==> src/rtl/winner_finder_pkg.sv <==
// Shared constants and state encoding for the vote winner finder.
package winner_finder_pkg;

   localparam int NUM_CAND = 6;
   localparam int VOTE_W   = 8;
   localparam int TOTAL_W  = VOTE_W + 3;
   localparam int IDX_W    = 3;

   typedef enum logic [1:0] {
      IDLE    = 2'd0,
      CAPTURE = 2'd1,
      SCAN    = 2'd2,
      DONE    = 2'd3
   } state_t;

endpackage

==> src/rtl/winner_finder.sv <==
// Winner finder: snapshots six live vote counts, scans them one per cycle
// and publishes the highest count, its candidate index, a tie flag and the
// sum of all counts. Results hold until the next completed scan, an abort
// (mode dropping to voting) or reset.
module winner_finder #(
   parameter int NUM_CAND = winner_finder_pkg::NUM_CAND,
   parameter int VOTE_W   = winner_finder_pkg::VOTE_W
) (
   input  logic              clock,
   input  logic              reset,
   input  logic              mode,
   input  logic              start,
   input  logic [VOTE_W-1:0] candidate1_votes,
   input  logic [VOTE_W-1:0] candidate2_votes,
   input  logic [VOTE_W-1:0] candidate3_votes,
   input  logic [VOTE_W-1:0] candidate4_votes,
   input  logic [VOTE_W-1:0] candidate5_votes,
   input  logic [VOTE_W-1:0] candidate6_votes,
   output logic              busy,
   output logic              done,
   output logic [2:0]        winner,
   output logic [VOTE_W-1:0] winner_votes,
   output logic              tie,
   output logic [VOTE_W+2:0] total_votes
);

   import winner_finder_pkg::*;

   localparam int SUM_W = VOTE_W + 3;
   localparam logic [IDX_W-1:0] LAST_IDX = IDX_W'(NUM_CAND);

   state_t             state;
   logic [VOTE_W-1:0]  shadow [6];
   logic [IDX_W-1:0]   scan_idx;
   logic [VOTE_W-1:0]  run_max;
   logic [IDX_W-1:0]   run_win;
   logic               run_tie;
   logic [SUM_W-1:0]   run_sum;

   logic [VOTE_W-1:0]  cur_votes;
   logic [VOTE_W-1:0]  nxt_max;
   logic [IDX_W-1:0]   nxt_win;
   logic               nxt_tie;
   logic [SUM_W-1:0]   nxt_sum;

   // Select the snapshot count for the candidate under scan and fold it
   // into the running max / winner / tie / sum.
   always_comb begin
      cur_votes = '0;
      unique case (scan_idx)
         3'd1:    cur_votes = shadow[0];
         3'd2:    cur_votes = shadow[1];
         3'd3:    cur_votes = shadow[2];
         3'd4:    cur_votes = shadow[3];
         3'd5:    cur_votes = shadow[4];
         3'd6:    cur_votes = shadow[5];
         default: cur_votes = '0;
      endcase

      nxt_max = run_max;
      nxt_win = run_win;
      nxt_tie = run_tie;
      nxt_sum = run_sum + SUM_W'(cur_votes);
      if (cur_votes > run_max) begin
         nxt_max = cur_votes;
         nxt_win = scan_idx;
         nxt_tie = 1'b0;
      end else if ((cur_votes == run_max) && (run_max != '0)) begin
         // equal nonzero count: flag the tie, lower index stays winner
         nxt_tie = 1'b1;
      end
   end

   // Control FSM with the registered compare/accumulate stage and outputs.
   always_ff @(posedge clock or negedge reset) begin
      if (!reset) begin
         state        <= IDLE;
         for (int i = 0; i < 6; i++) shadow[i] <= '0;
         scan_idx     <= '0;
         run_max      <= '0;
         run_win      <= '0;
         run_tie      <= 1'b0;
         run_sum      <= '0;
         busy         <= 1'b0;
         done         <= 1'b0;
         winner       <= '0;
         winner_votes <= '0;
         tie          <= 1'b0;
         total_votes  <= '0;
      end else begin
         unique case (state)
            IDLE: begin
               done <= 1'b0;
               if (start && mode) begin
                  state <= CAPTURE;
                  busy  <= 1'b1;
               end
            end

            CAPTURE, SCAN: begin
               if (!mode) begin
                  // leaving the result phase mid-scan discards everything
                  state        <= IDLE;
                  busy         <= 1'b0;
                  done         <= 1'b0;
                  winner       <= '0;
                  winner_votes <= '0;
                  tie          <= 1'b0;
                  total_votes  <= '0;
               end else if (state == CAPTURE) begin
                  shadow[0] <= candidate1_votes;
                  shadow[1] <= candidate2_votes;
                  shadow[2] <= candidate3_votes;
                  shadow[3] <= candidate4_votes;
                  shadow[4] <= candidate5_votes;
                  shadow[5] <= candidate6_votes;
                  run_max   <= '0;
                  run_win   <= '0;
                  run_tie   <= 1'b0;
                  run_sum   <= '0;
                  scan_idx  <= 3'd1;
                  state     <= SCAN;
               end else begin
                  run_max <= nxt_max;
                  run_win <= nxt_win;
                  run_tie <= nxt_tie;
                  run_sum <= nxt_sum;
                  if (scan_idx == LAST_IDX) begin
                     state        <= DONE;
                     busy         <= 1'b0;
                     done         <= 1'b1;
                     winner       <= nxt_win;
                     winner_votes <= nxt_max;
                     tie          <= nxt_tie;
                     total_votes  <= nxt_sum;
                  end else begin
                     scan_idx <= scan_idx + 3'd1;
                  end
               end
            end

            DONE: begin
               done  <= 1'b0;
               state <= IDLE;
            end

            default: begin
               state <= IDLE;
               busy  <= 1'b0;
               done  <= 1'b0;
            end
         endcase
      end
   end

endmodule

==> config.mk <==
export PLATFORM = sky130hd
export DESIGN_NAME = winner_finder
export DESIGN_NICKNAME = d
export VERILOG_FILES = /design/src/rtl/winner_finder_pkg.sv /design/src/rtl/winner_finder.sv
export SDC_FILE = /design/constraint.sdc
export NUM_CORES = 1
export LEC_CHECK = 0
export BUFFER_PORTS_ARGS = -buffer_cell sky130_fd_sc_hd__buf_2
export CAP_MARGIN = 30
export CORE_AREA = 3 3 101 103
export CTS_BUF_LIST = sky130_fd_sc_hd__clkbuf_16
export DETAILED_ROUTE_END_ITERATION = 8
export DIE_AREA = 0 0 104 106
export PLACE_DENSITY = 0.78
export RECOVER_POWER = 25
export SYNTH_ARGS = -nofsm -noshare
export SYNTH_HDL_FRONTEND = slang
export SYNTH_SLANG_ARGS = --single-unit
==> constraint.sdc <==
create_clock -name clock -period 5.1 [get_ports clock]
set_input_delay 1.02 -clock clock [delete_from_list [all_inputs] [get_ports clock]]
set_output_delay 1.02 -clock clock [all_outputs]
set_load 0.05 [all_outputs]
==> key figures, run 1 <==
Timing
  – RSZ-0062 raised after global routing: no
  – Final setup fails: 0
  – Final hold slack: 468.7 ps
  – Clock skew: 17.28 ps
  – Minimum clock period: 4329 ps
  – Slew @ Worst Pin: 3161 ps
  – PnR worst setup slack: between 700 and 800 ps
  – Rel. slew slack: -1.108
  – Hold Vio Cnt, Final: 0
  – Slew Limit Fails: 60
  – F_max: 231.0 MHz
  – Setup_tns: 0 ps
  – Fin crit share: 0.8488

Yosys
  – Ys Warns: 0
  – Register area share after synthesis: 0.4745
  – Post-synth EDFFs: 0
  – Syn_nets: 571
  – Dominant synthesized flop cell: dfrtp_1
  – Number of synthesized register bits: between 100 and 150
  – Post-Syn Area: ~5300 um^2
  – Synth async-reset ratio: 1.000
  – Syn Inst Count: 503
  – Syn_area_per_cell: between 10 and 15 um^2
  – Library cells used by synthesis: slightly above 60

GRT
  – Global Route Usage Sum: 0.2402
  – Vias in the first global route: 4287
  – Largest net degree at the start of global routing: 60
  – First-pass GRT wire length: 21.20 mm
  – Total congestion overflow: 0
  – Antenna violations before repair: 0

Run status
  – Status: complete, but fails checks
  – Failing checks: max-capacitance violations, max-slew violations

Worst hold path
  – Hold Path Depth: 2
  – Worst Hold End: winner[2]
  – Hold path startpoint: winner[2]
  – Hold Crit Class: reg -> reg

CTS
  – # hold bufs at CTS: 0
  – Clock transition at path regs: about 80 ps
  – Max clock buf depth: 2
  – Worst-skew pair later-pin latency: 350 ps
  – CTS tree: done
  – CTS Buf Count: 9
  – Setup bufs post-CTS: 0
  – CTS sink cnt: 101
  – PostCTS Resize Cnt: 0
  – H-tree Lvls: 3
  – Root buf cell: clkbuf_16

Placed design
  – Post-Place Cells: a little under 700
  – Hpwl dp: approximately 9 mm
  – Routability cong.: 0.9269
  – Pre-CTS setup slack: 921.5 ps
  – IO Port Bufs: 76

Critical path
  – CP Class: reg -> reg
  – Max stage delay on crit path: 570 ps
  – CP Capture Type: flip-flop
  – Crit path cell chain: inv_1, ha_1, a222oi_1, o21ai_0, ha_1, or2_2, maj3_1, maj3_1, o311ai_4, a21boi_2, or3_1, a32o_1
  – Critical path fanouts, max: 18
  – Slowest CP cell: ha_1
  – CP Data Arrival Time: about 4600 ps
  – Data required, critical path: 5330 ps
  – CP Launch Type: flip-flop
  – Reg2Reg Depth: 12
  – FF-to-FF setup slack: roughly 770 ps
  – RR Endpoint: total_votes[8]
  – Reg2Reg Launch Point: scan_idx[0]

Pwr
  – Internal Power: 2.533 mW
  – Sequential Power Share: 0.299
  – NetSw: slightly above 2 mW
  – Net Sw Frac: 0.4495
  – Comb power frac: 0.540
  – Static Leak: 2.781 nW
  – Pwr/cell area: between 700 and 800 nW/um^2
  – Clk network pwr share: 0.161
  – Max VDD drop: 331.7 uV

Finish
  – Layout fillers: between 700 and 800
  – P&R area growth vs syn: 15.22%
  – Most frequent cells in the layout: dfrtp_1 (101), buf_2 (75), mux2_2 (54), nand2_1 (54), o21ai_0 (35)
  – Share of cells above drive strength 1: 0.2907
  – # diodes: 0
  – Post-Layout Cell Count: 700
  – Nets: 634
  – Commonest non-fill, non-tap cell in the layout: dfrtp_1

Routing
  – Number of vias per cell: 6.093
  – DR vias: ~4.3k
  – Avg WL per Cell: 18.63 um
  – Routed Antenna Nets: 0
  – Initial drt markers: 314
  – WL final: 13.04 mm
  – DRC Markers: 0
  – First-pass detailed-route iteration total: 5

Floorplanning
  – Num ports: between 70 and 80
  – Chip height: 106 um
  – Initial Util: 0.5737
  – Die area: roughly 11000 um^2
  – Die W: between 100 and 150 um
  – Core ar.: ~9300 um^2
  – Row cnt: 35

Run
  – Max Cap Violations: 1
-- per-stage QoR --
stage	cell area (um^2)	util	power, mW
final	6137	0.6611	4.602
after global routing	6137	0.6611	4.895
after CTS	6141	0.6615	4.570
after detailed placement	5816	0.6264	3.797
after global placement	5796	0.6243	3.684
after floorplan	5326	-	3.198
-- power groups by stage --
stage	registers [mW]	clock network [mW]	logic [mW]
finish	1.38	0.741	2.49
global route	1.41	0.780	2.71
CTS	1.37	0.742	2.46
detailed placement	1.38	0	2.42
global placement	1.36	0	2.32
floorplan	1.32	0	1.88
-- state kept, by name, indices dropped and copies added, names as in the netlist --
name / count
run_sum: 11
scan_idx: 3
run_max: 8
state: 2
busy: 1
run_tie: 1
winner: 3
done: 1
winner_votes: 8
total_votes: 11
shadow: 48
run_win: 3
tie: 1
-- cell families after synthesis --
family          count (synthesis)  synth area share
mux                            58            0.1226
flops                         101            0.4745
xor+xnor                        9           0.01762
buf+inv                        54           0.04181
fa+ha+maj                      19           0.04322
simple gates                  124            0.1090
compound gates                138            0.1912
-- layout make-up --
class	instances	area, um^2	area share
Inverter	20	75.07	0.01223
Clock buffer	9	225.2	0.03670
Multi-Input combinational cell	348	2581	0.4206
Clock inverter	7	100.1	0.01631
Tap cell	129	161.4	0.02630
Sequential cell	101	2527	0.4118
Timing Repair Buffer	86	466.7	0.07604
-- how the worst max path moves through the flow --
stage                 from        endpoint  depth (start not counted)
6_report       scan_idx[0]  total_votes[8]                         12
5_1_grt        scan_idx[0]       winner[1]                         15
4_1_cts        scan_idx[0]  total_votes[8]                         12
3_5_place_dp   scan_idx[0]  total_votes[8]                         12
3_3_place_gp   scan_idx[0]  total_votes[8]                         12
2_1_floorplan  scan_idx[2]  total_votes[8]                         16
-- cell usage after synthesis, types with 2 or more instances --
master | n | area share
o211ai_1 | 4 | 0.0056
mux2i_1 | 3 | 0.0056
o31ai_1 | 2 | 0.0028
mux2_2 | 54 | 0.11
nor4b_1 | 2 | 0.0033
nor2_1 | 16 | 0.011
maj3_1 | 3 | 0.0056
a221oi_1 | 2 | 0.0033
a21oi_1 | 18 | 0.017
a32o_1 | 7 | 0.013
o2111ai_1 | 2 | 0.0033
a22oi_1 | 4 | 0.0056
nor2b_1 | 6 | 0.0070
buf_1 | 2 | 0.0014
nand2_1 | 55 | 0.039
inv_1 | 20 | 0.014
nor3_1 | 6 | 0.0056
a22o_1 | 9 | 0.015
o22ai_1 | 3 | 0.0035
and2_1 | 6 | 0.0070
dfrtp_1 | 101 | 0.47
o21ai_0 | 35 | 0.033
a21o_1 | 3 | 0.0042
o21a_1 | 5 | 0.0070
xnor2_1 | 7 | 0.012
a21oi_2 | 2 | 0.0033
o311ai_0 | 11 | 0.018
a221o_1 | 6 | 0.011
clkbuf_1 | 29 | 0.020
a222oi_1 | 5 | 0.0094
nor4_1 | 2 | 0.0023
nor3b_1 | 3 | 0.0042
a2bb2oi_1 | 2 | 0.0033
nand2b_1 | 3 | 0.0035
or3_1 | 4 | 0.0047
ha_1 | 16 | 0.038
nand3_1 | 17 | 0.016
a31oi_1 | 5 | 0.0059
-- critical path: cells and delay by family, from the launching register on --
kind                     cells  cell delay [ps]
buffers and inverters        1              160
AO/OA/AOI/OAI                5             1200
AND/OR/NAND/NOR              2              630
flip-flops                   1              450
adder cells (fa/ha/maj)      4             1760
-- routing by layer --
metal | part of all wire | wire length (um) | GRT usage | vias up
met2 | 0.49 | 6413 | 0.4081 | 185
met1 | 0.42 | 5446 | 0.2989 | 2070
met3 | 0.067 | 875 | 0.05404 | 29
li1 | - | - | - | 1981
met4 | 0.024 | 308 | 0.09592 | 0
met5 | 0 | 0 | 0 | -
Power figures use the tool's default switching activity.
==> inputs of run 2 (changes only) <==
==> constraint.sdc (replaced) <==
create_clock -name clock -period 4.5 [get_ports clock]
set_input_delay 0.9 -clock clock [delete_from_list [all_inputs] [get_ports clock]]
set_output_delay 0.9 -clock clock [all_outputs]
set_load 0.05 [all_outputs]
==> key figures, run 2 (synthesis results as in run 1) <==
Pwr
  – NetSw: 2.288 mW (+11%)
  – Comb power frac: 0.553 (+0.013)
  – Sequential Power Share: 0.298 (about the same)
  – Max VDD drop: 338.6 uV (+2.1%)
  – Net Sw Frac: 0.4456 (-0.003899)
  – Static Leak: 2.786 nW (+0.17%)
  – Internal Power: 2.846 mW (+12%)
  – Power after layout: 5.134 mW (+12%)
  – Pwr/cell area: 839.0 nW/um^2 (+12%)
  – Clk network pwr share: 0.149 (-0.012)

Finish
  – Nets: 638 (+0.63%)
  – Layout fillers: 770 (-0.77%)
  – Most frequent cells in the layout: dfrtp_1 (101), buf_2 (75), mux2_2 (54), nand2_1 (54), o21ai_0 (35)
  – Share of cells above drive strength 1: 0.2939 (+0.003195)
  – # diodes: 0 (unchanged)
  – Biggest register: shadow
  – Commonest non-fill, non-tap cell in the layout: dfrtp_1
  – P&R area growth vs syn: 14.89%
  – Final Cell Area: 6120 um^2 (-0.29%)
  – Max reg flops: 48 (unchanged)
  – Top flop regs: shadow x48, run_sum x11, total_votes x11

CTS
  – Clock transition at path regs: 70 ps (about the same)
  – Worst-skew pair later-pin latency: 350 ps (about the same)
  – CTS Buf Count: 9 (unchanged)
  – H-tree Lvls: 3 (unchanged)
  – CTS tree: done
  – PostCTS Resize Cnt: 0 (unchanged)
  – Setup bufs post-CTS: 0 (unchanged)
  – # hold bufs at CTS: 0 (unchanged)
  – Max clock buf depth: 2 (unchanged)
  – Root buf cell: clkbuf_16
  – CTS sink cnt: 101 (unchanged)

Timing
  – Final hold slack: 471.9 ps (+3.202 ps)
  – Final setup fails: 0 (unchanged)
  – Slew @ Worst Pin: 1503 ps (-1659 ps)
  – Slew Limit Fails: 62 (+3.3%)
  – Setup_tns: 0 ps (unchanged)
  – RSZ-0062 raised after global routing: no
  – Rel. slew slack: -0.001965 (+1.106)
  – Fin crit share: 0.9077 (+0.05883)
  – Minimum clock period: 4084 ps (-244.6 ps)
  – Clock skew: 12.21 ps (-5.063 ps)
  – F_max: 244.8 MHz (+6.0%)
  – Hold Vio Cnt, Final: 0 (unchanged)

Routing
  – First-pass detailed-route iteration total: 7 (+2)
  – Met3 wire length: 785 um (-10%)
  – Number of vias per cell: 5.979 (-1.9%)
  – Top Metal Used: met4
  – WL final: 12.71 mm (-2.5%)
  – WL met1: 5.454 mm (+0.15%)
  – Initial drt markers: 216 (-31%)
  – DRC Markers: 0 (unchanged)
  – Avg WL per Cell: 18.06 um (-3.1%)
  – Routed Antenna Nets: 0 (unchanged)
  – DR vias: 4209 (-1.3%)
  – WL met2: 6.212 mm (-3.1%)

Floorplanning
  – Initial Util: 0.5737 (unchanged)
  – Num ports: 77 (unchanged)
  – Chip height: 106 um (unchanged)
  – Die W: 104 um (unchanged)
  – Die area: 11020 um^2 (unchanged)
  – Core ar.: 9284 um^2 (unchanged)
  – Row cnt: 35 (unchanged)

Worst hold path
  – Hold Crit Class: reg -> reg

Critical path
  – CP Data Arrival Time: 4300 ps (-260 ps)
  – CP Launch Type: flip-flop
  – CP Class: reg -> reg
  – CP Capture Type: flip-flop
  – Critical path fanouts, max: 15 (-3)
  – Data required, critical path: 4710 ps (-620 ps)

GRT
  – Antenna violations before repair: 0 (unchanged)
  – Total congestion overflow: 0 (unchanged)
  – Vias in the first global route: 4149 (-3.2%)
  – Global Route Usage Sum: 0.2354 (-0.004779)
  – Largest net degree at the start of global routing: 81 (+35%)
  – First-pass GRT wire length: 20.96 mm (-1.1%)

Run
  – Max Cap Violations: 1 (unchanged)

Placed design
  – IO Port Bufs: 76 (unchanged)
  – Area after DPL: 5829 um^2 (+0.24%)
  – Hpwl dp: 8.999 mm (-1.0%)
  – Routability cong.: 0.9062 (-2.2%)

Run status
  – Failing checks: max-capacitance violations, max-slew violations
  – Status: complete, but fails checks
==> run 2: changes by cell type in the layout (fill, tap and decap cells not counted), sizes merged <==
| cell | previous run | this run |
|---|---|---|
| buf | 85 | 88 |
| inv | 23 | 26 |
| clkinv | 3 | 1 |
| bufinv | 1 | 0 |
| clkbuf | 10 | 11 |
==> run 2: worst max-delay path, stage by stage (launching register included) <==
cell,delay (ps)
dfrtp_1,450
inv_1,160
ha_1,490
buf_4,240
nor2b_1,230
a222oi_1,170
nand2_1,190
inv_1,60
ha_1,180
and2_1,130
a31oi_1,130
a31oi_1,120
o221a_2,340
nor2b_2,520
buf_4,290
nand3_1,90
o311ai_0,150
==> run 2: final cells by class <==
class / instances / area, um^2 / area share
Clock buffer: 9 / 225.2 / 0.03680
Timing Repair Buffer: 90 / 485.5 / 0.07933
Tap cell: 129 / 161.4 / 0.02638
Inverter: 20 / 75.07 / 0.01227
Sequential cell: 101 / 2527 / 0.4130
Multi-Input combinational cell: 348 / 2581 / 0.4218
Clock inverter: 7 / 63.81 / 0.01043
==> run 2: path summary, 6_finish.rpt <==
| path | start | cells past startpoint | slack, ps | endpoint |
|---|---|---|---|---|
| max | scan_idx[0] | 16 | 420 | run_max[4] |
| min | winner[2] | 2 | 470 | winner[2] |
| max reg2reg | scan_idx[0] | 16 | 420 | run_max[4] |
| min reg2reg | winner[2] | 2 | 470 | winner[2] |
| max in group asynchronous | reset | 3 | 1620 | shadow[7] |
| min in group asynchronous | reset | 1 | 690 | total_votes[10] |
==> run 2: per-stage QoR <==
stage          instances    util  setup WS [ps]
2_1_floorplan        503       -          627.6
3_3_place_gp         686  0.6267          656.5
3_5_place_dp         687  0.6279          520.8
4_1_cts              703  0.6590          482.3
5_1_grt              704  0.6592          131.3
6_report             704  0.6592          415.5
==> run 2: power by group through the flow <==
| stage | logic [mW] | clock network, mW | registers (mW) |
|---|---|---|---|
| after detailed placement | 2.80 | 0 | 1.54 |
| after global placement | 2.69 | 0 | 1.52 |
| after floorplan | 2.13 | 0 | 1.49 |
| after CTS | 2.82 | 0.779 | 1.53 |
| after global routing | 3.11 | 0.820 | 1.58 |
| final | 2.84 | 0.765 | 1.53 |
==> run 2: layer usage <==
metal,global-route usage,vias up
met5,0,-
met4,0.07692,0
met3,0.05889,24
met2,0.3900,154
met1,0.3047,2045
li1,-,1986
